[src/rtl/fib_bcd_converter.sv]
// Sequential binary-to-packed-BCD converter (double-dabble, one bit per cycle) with valid/ready on both sides.
// Define FIB_BCD_SEG7_EN to add the registered seven-segment output seg_out.
module fib_bcd_converter #(
  parameter int WIDTH  = 16,
  parameter int DIGITS = 5
) (
  input  logic                  clk,
  input  logic                  reset,
  input  logic [WIDTH-1:0]      bin_in,
  input  logic                  bin_valid,
  output logic                  bin_ready,
  output logic [4*DIGITS-1:0]   bcd_out,
  output logic                  bcd_valid,
  input  logic                  bcd_ready
`ifdef FIB_BCD_SEG7_EN
  ,
  output logic [7*DIGITS-1:0]   seg_out
`endif
);

  localparam int BW = 4 * DIGITS;
  localparam int CW = $clog2(WIDTH + 1);
  localparam logic [CW-1:0] LAST_COUNT = CW'(WIDTH - 1);

  typedef enum logic [1:0] {
    IDLE  = 2'd0,
    SHIFT = 2'd1,
    DONE  = 2'd2
  } state_t;

  state_t          state_r;
  logic [WIDTH-1:0] bin_r;
  logic [BW-1:0]   acc_r;
  logic [CW-1:0]   count_r;
  logic [BW-1:0]   acc_next_s;

  // One double-dabble step: add 3 to every digit >= 5, then shift in the next binary bit.
  function automatic logic [BW-1:0] dabble_step(input logic [BW-1:0] acc, input logic msb);
    logic [BW-1:0] a;
    a = acc;
    for (int i = 0; i < DIGITS; i++) begin
      if (a[4*i +: 4] >= 4'd5) begin
        a[4*i +: 4] = a[4*i +: 4] + 4'd3;
      end else begin
        a[4*i +: 4] = a[4*i +: 4];
      end
    end
    return (a << 1) | BW'(msb);
  endfunction

`ifdef FIB_BCD_SEG7_EN
  function automatic logic [6:0] seg7_digit(input logic [3:0] d);
    logic [6:0] s;
    case (d)
      4'd0:    s = 7'h3F;
      4'd1:    s = 7'h06;
      4'd2:    s = 7'h5B;
      4'd3:    s = 7'h4F;
      4'd4:    s = 7'h66;
      4'd5:    s = 7'h6D;
      4'd6:    s = 7'h7D;
      4'd7:    s = 7'h07;
      4'd8:    s = 7'h7F;
      4'd9:    s = 7'h6F;
      default: s = 7'h00;
    endcase
    return s;
  endfunction

  function automatic logic [7*DIGITS-1:0] seg7_all(input logic [BW-1:0] bcd);
    logic [7*DIGITS-1:0] s;
    s = '0;
    for (int i = 0; i < DIGITS; i++) begin
      s[7*i +: 7] = seg7_digit(bcd[4*i +: 4]);
    end
    return s;
  endfunction
`endif

  assign acc_next_s = dabble_step(acc_r, bin_r[WIDTH-1]);
  assign bin_ready  = (state_r == IDLE);

  // Conversion FSM with registered result outputs.
  always_ff @(posedge clk or posedge reset) begin
    if (reset) begin
      state_r   <= IDLE;
      bin_r     <= '0;
      acc_r     <= '0;
      count_r   <= '0;
      bcd_out   <= '0;
      bcd_valid <= 1'b0;
`ifdef FIB_BCD_SEG7_EN
      seg_out   <= '0;
`endif
    end else begin
      case (state_r)
        IDLE: begin
          if (bin_valid) begin
            bin_r   <= bin_in;
            acc_r   <= '0;
            count_r <= '0;
            state_r <= SHIFT;
          end
        end
        SHIFT: begin
          acc_r   <= acc_next_s;
          bin_r   <= {bin_r[WIDTH-2:0], 1'b0};
          count_r <= count_r + CW'(1);
          if (count_r == LAST_COUNT) begin
            bcd_out   <= acc_next_s;
            bcd_valid <= 1'b1;
`ifdef FIB_BCD_SEG7_EN
            seg_out   <= seg7_all(acc_next_s);
`endif
            state_r   <= DONE;
          end
        end
        DONE: begin
          if (bcd_ready) begin
            bcd_valid <= 1'b0;
            state_r   <= IDLE;
          end
        end
        default: begin
          bcd_valid <= 1'b0;
          state_r   <= IDLE;
        end
      endcase
    end
  end

endmodule

[config.mk]
export PLATFORM = sky130hd
export DESIGN_NAME = fib_bcd_converter
export DESIGN_NICKNAME = d
export VERILOG_FILES = /design/src/rtl/fib_bcd_converter.sv
export SDC_FILE = /design/constraint.sdc
export NUM_CORES = 1
export LEC_CHECK = 0
export BUFFER_PORTS_ARGS = -buffer_cell sky130_fd_sc_hd__buf_4
export CAP_MARGIN = 10
export CORE_MARGIN = 5
export CORE_UTILIZATION = 51
export CTS_BUF_LIST = sky130_fd_sc_hd__clkbuf_4 sky130_fd_sc_hd__clkbuf_8 sky130_fd_sc_hd__clkbuf_16
export DETAILED_ROUTE_END_ITERATION = 12
export PLACE_DENSITY = 0.75
export SYNTH_ARGS = -nofsm -noshare
export SYNTH_HDL_FRONTEND = slang
export SYNTH_SLANG_ARGS = --single-unit
[constraint.sdc]
create_clock -name clk -period 1.9 [get_ports clk]
set_input_delay 0.38 -clock clk [delete_from_list [all_inputs] [get_ports clk]]
set_output_delay 0.38 -clock clk [all_outputs]
set_load 0.005 [all_outputs]
* Word-level counts from Yosys, hierarchy flattened *
Index checks and enable logic that the tools add are counted.
W data, S select, Z words.

storage, ports and cells
  register bits after elaboration = 64
  output and inout bits = 22
  logic and storage cells = 49

cells by class
  add/subtract/negate cells = 6
  magnitude comparators = 5
  equal/unequal tests = 6
  muxes and demuxes = 18
  bitwise operators = 2
  reductions and logical operators = 6

operator list
  kind                   count
  $pmux W20 S2           1
  $pmux W16 S2           1
  $ge A4 B3 Y1 const B   5
  $mux W20               1
  $or A20 B1 Y20         1
  $add A4 B2 Y4 const B  4
  $mux W16               1
  $mux W4                4
  $pmux W5 S2            1
  $mux W2                3
  $ne A2 B2 Y1 const B   3
  $pmux W2 S3            1
  $reduce_and A3 Y1      2
  $add A5 B1 Y5 const B  1
  $eq A5 B4 Y1 const B   1
  $mux W5                1
  $reduce_and A2 Y1      2
  $add A3 B2 Y3 const B  1
  $mux W3                1
  $pmux W1 S3            1
  $eq A2 B1 Y1 const B   1
  $eq A2 B2 Y1 const B   1
  $logic_not A2 Y1       1
  $mux W1                2
  2 further kinds        2

* Logic depth before layout (Yosys ltp) *
  depth after elaboration = 4
  depth in mapped cells = 7
  gate-level depth less buffers = 6

* Least setup slack after synthesis *
No wires, ideal clock.

  path type = reg2reg
  from = reg count_r[0]
  to = reg bcd_out[0]
  library setup time = 0.125 ns
  data arrival time = 1.462 ns
  required time = 1.775 ns
  setup slack = 0.312 ns
  stages on the path, launching flop included = 7
  cells stage by stage = dfrtp_1 -> ha_1 -> and3_1 -> ha_1 -> nand2_2 -> buf_6 -> mux2_4

between the ends
  word-level cells in the longest chain between the ends = 2

ends and longest elaborated chain
  what                         RTL line  text
  start, declared              34        logic [CW-1:0] count_r;
  start signal, assigned       108       count_r <= count_r + CW'(1);
  $eq A5 B4 Y1                 109       if (count_r == LAST_COUNT) begin
  $reduce_and A2 Y1 (no line)  -
  end signal, assigned         110       bcd_out <= acc_next_s;
  end, declared                12        output logic [4*DIGITS-1:0] bcd_out,

Every way passes these cells.
A chain may end at the register's enable or synchronous reset.

* Final worst setup path *
  from = reg acc_r[8]
  to = reg acc_r[10]

between the ends
  word-level cells in the longest chain between the ends = 4

ends and longest elaborated chain
  what                                           RTL line  text
  start, declared                                33        logic [BW-1:0] acc_r;
  start signal, assigned                         106       acc_r <= acc_next_s;
  $add A4 B2 Y4 or $ge A4 B3 Y1 (tied branches)  43, 42
  $mux W4 (*)                                    42        if (a[4*i +: 4] >= 4'd5) begin
  $or A20 B1 Y20 (*)                             48        return (a << 1) | BW'(msb);
  $pmux W20 S2 (*)                               96        case (state_r)

Mark *: on every way between the ends. The rest lies on a longest branch, timed or not.

==> impl_metrics.yaml <==
status:
  run_status: "finished, final reports clean"
timing:
  setup_violations: 0
  tightest_slew_ns: 0.6722
  setup_tns_ns: 0
  slew-limit-headroom: 0.5516
  finalMaxSlewViolations: 0
  hold_viol_final: 0
  rsz0062_at_grt: "no"
  fmax_ghz: 0.5925
  clock_skew_ns: 0.007264
  period_needed_ns: 1.688
  fin_crit_sh: 0.8883
logic_synthesis:
  synth_edf_count: 0
  syn_inst: 324
  yosys_warnings: 0
  postSynthAreaPerCell_um2: 9.481
  synth_cell_type_count: 30
  synth_top_flop_cell: "dfrtp_1"
  ys_seq_area_frac: 0.5214
  syn_nets: 356
  async_reset_ff_frac: 1.000
  syn_area_um2: 3072
  ys_seq_elements: 64
cts:
  clk_pin_slew_worst_paths_ns: 0.07
  ctsResizeCount: 0
  cts_tree: "yes"
  ctsRootBufferMaster: "clkbuf_8"
  clock_path_buffers: 2
  cts_made_buffers: 9
  cts_sinks: 64
  postCtsHoldBufs: 0
  postCtsSetupBuffers: 0
  insertion_delay_ns: 0.33
  h-tree-depth: 3
floorplan:
  start_util: 0.5219
  rows: 28
  die_w_um: 87.61
  die_height_um: 87.61
  ioPinCount: 42
  core_um2: 5886
  design.die.area_um2: 7675
worst_setup_path:
  worstSetupStartpoint: "acc_r[8]$_DFFE_PP0P_"
  criticalPathCategory: "reg2reg"
  crit_path_top_delay_cell: "dfrtp_1"
  critPathRequiredTime_ns: 2.15
  critPathArrivalTime_ns: 1.94
  critPathMaxStageDelay_ns: 0.42
  rr_worst_depth: 6
  r2r_slack_ns: 0.21
  setup.worst_path.end_class: "flop"
  crit_end: "acc_r[10]$_DFFE_PP0P_"
  worst-path-max-fanout: 5
  r2r_end: "acc_r[10]$_DFFE_PP0P_"
  startpoint_type: "flop"
  reg2reg_from: "acc_r[8]$_DFFE_PP0P_"
  cp_cell_sequence: "inv_1, ha_1, nand2b_1, a21oi_1, mux2_2, o21ai_0"
cells_and_area:
  fin_nets: 398
  drive_gt1_frac: 0.1995
  fillers: 502
  multiInputGateArea_um2: 1331
  n_antenna_cell: 0
  ff_latch_area_um2: 1602
  areaGrowthSynthToFinish_pct: 20.77
routing:
  vias_per_cell: 5.265
  drtIter0Drc: 99
  drc_errors: 0
  drt-pass1-iter-count: 4
  wl_per_cell_um: 13.85
  postRouteWirelength_um: 6178
  num_vias: 2348
  ant_nets: 0
global_route:
  grt_pass1_wl_um: 10900
  grt_pass1_vias: 2470
  grt_max_degree: 65
  grtUsageTotal: 0.1794
  grt.overflow.total: 0
  antenna_found_initial: 0
place:
  gp_congestion: 0.7609
  hpwl_um: 4150
  port_buffers: 41
power_and_ir_drop:
  pwr_density_cell_nw_per_um2: 1608
  swShare: 0.3533
  p_leak_nw: 1.781
  comb_power_share: 0.385
  power_switching_mw: 2.108
  p_clk_frac: 0.222
  p_int_mw: 3.859
  power_frac_seq: 0.393
  vdd_drop_max_v: 0.0006983
  total_power_mw: 5.967
min_path:
  hold_class: "in2async"
run:
  maxCapViolCount: 0
[routing by layer]
metal,track usage,up-vias,share of wire
met3,0.04045,8,0.045
met4,0.07810,0,0.016
met5,0,-,0
met2,0.3110,43,0.50
met1,0.2133,1105,0.44
li1,-,1192,-
[cells in the final DEF, fill, tap and decap left out]
cell type / Yosys / layout
dfrtp_1: 64 / 64
o21ai_0: 63 / 63
nand2_1: 59 / 59
buf_4: 2 / 46
a21oi_1: 28 / 28
and3b_1: 13 / 13
inv_1: 13 / 12
ha_1: 12 / 12
clkbuf_8: 0 / 10
nor3b_1: 8 / 8
nand2b_1: 6 / 6
nor3_1: 6 / 6
nor2_1: 5 / 5
xnor2_1: 5 / 5
mux2_2: 5 / 5
nand3_1: 5 / 5
a22o_1: 3 / 3
clkbuf_4: 0 / 3
buf_12: 0 / 3
a22oi_1: 2 / 2
bufinv_16: 0 / 2
o21bai_2: 0 / 1
nor2b_1: 1 / 1
and2b_1: 1 / 1
nand2_2: 1 / 1
a21boi_0: 1 / 1
a32o_1: 1 / 1
and3_1: 1 / 1
clkinvlp_4: 0 / 1
mux2_4: 1 / 1
a21o_1: 1 / 1
clkinv_2: 0 / 1
[final cells by class]
type | count | share of cell area
clock buffers | 13 | 0.04317
inverters | 13 | 0.01417
flip-flops and latches | 64 | 0.4317
well taps | 75 | 0.02530
clock inverters | 3 | 0.01754
multi-input cells | 229 | 0.3589
repair buffers | 49 | 0.1093
[critical path, delay by kind of cell (launching register included)]
| kind | cells | cell delay (ns) |
|---|---|---|
| flip-flops | 1 | 0.42 |
| AO/OA/AOI/OAI | 2 | 0.37 |
| multiplexers | 1 | 0.37 |
| adder cells (fa/ha/maj) | 1 | 0.25 |
| buffers and inverters | 1 | 0.11 |
| AND/OR/NAND/NOR | 1 | 0.09 |
[state kept, by name, summed over array words and instances (netlist names)]
| register | count |
|---|---|
| state_r | 2 |
| acc_r | 20 |
| bcd_valid | 1 |
| bcd_out | 20 |
| count_r | 5 |
| bin_r | 16 |
[synthesized netlist by cell type (2+ instances only)]
master | count | area, um2
mux2_2 | 5 | 56.30
xnor2_1 | 5 | 43.79
o21ai_0 | 63 | 315.3
nor3b_1 | 8 | 60.06
a21oi_1 | 28 | 140.1
dfrtp_1 | 64 | 1602
nand2_1 | 59 | 221.5
ha_1 | 12 | 150.1
nand3_1 | 5 | 25.02
inv_1 | 13 | 48.80
nor2_1 | 5 | 18.77
and3b_1 | 13 | 113.9
buf_4 | 2 | 15.01
nor3_1 | 6 | 30.03
clkbuf_1 | 6 | 22.52
buf_2 | 8 | 40.04
nand2b_1 | 6 | 37.54
a22oi_1 | 2 | 15.01
a22o_1 | 3 | 26.28
[worst min path at each step]
stage / startpoint / end / slack (ns) / cells after the start
6_report: reset / acc_r[8]$_DFFE_PP0P_ / 0.14 / 3
5_1_grt: reset / acc_r[8]$_DFFE_PP0P_ / 0.15 / 3
4_1_cts: reset / bin_r[4]$_DFFE_PP0P_ / 0.13 / 3
3_5_place_dp: bin_r[8]$_DFFE_PP0P_ / bin_r[8]$_DFFE_PP0P_ / 0.47 / 2
3_3_place_gp: bcd_out[3]$_DFFE_PP0P_ / bcd_out[3]$_DFFE_PP0P_ / 0.46 / 2
2_1_floorplan: acc_r[17]$_DFFE_PP0P_ / acc_r[17]$_DFFE_PP0P_ / 0.45 / 2
[power by group through the flow]
stage	logic (mW)	clock network, mW	registers (mW)
after global placement	2.22	0	2.34
after detailed placement	2.33	0	2.37
after global routing	2.62	1.42	2.44
after CTS	2.34	1.36	2.35
final	2.30	1.32	2.35
after floorplan	1.62	0	2.29
[stage by stage]
step             util  hold WS, ns  setup WS, ns  cell area, um2  cells
3_5_place_dp   0.5920       0.4707        0.2149            3485    430
2_1_floorplan       -       0.4498        0.3125            3075    324
5_1_grt        0.6303       0.1545       0.02101            3710    446
6_report       0.6303       0.1354        0.2123            3710    446
3_3_place_gp   0.5920       0.4619        0.2859            3485    430
4_1_cts        0.6303       0.1342        0.1932            3710    446
[cell families after synthesis]
logic type / synth area share
adders and majority gates: 0.04888
muxes: 0.02322
xor gates and xnor gates: 0.01426
DFF: 0.5214
buffers and inverters: 0.04643
AOI/OAI and AO/OA: 0.1723
and+or+nand+nor: 0.1735
No activity file was read; power rests on OpenSTA's default activity.
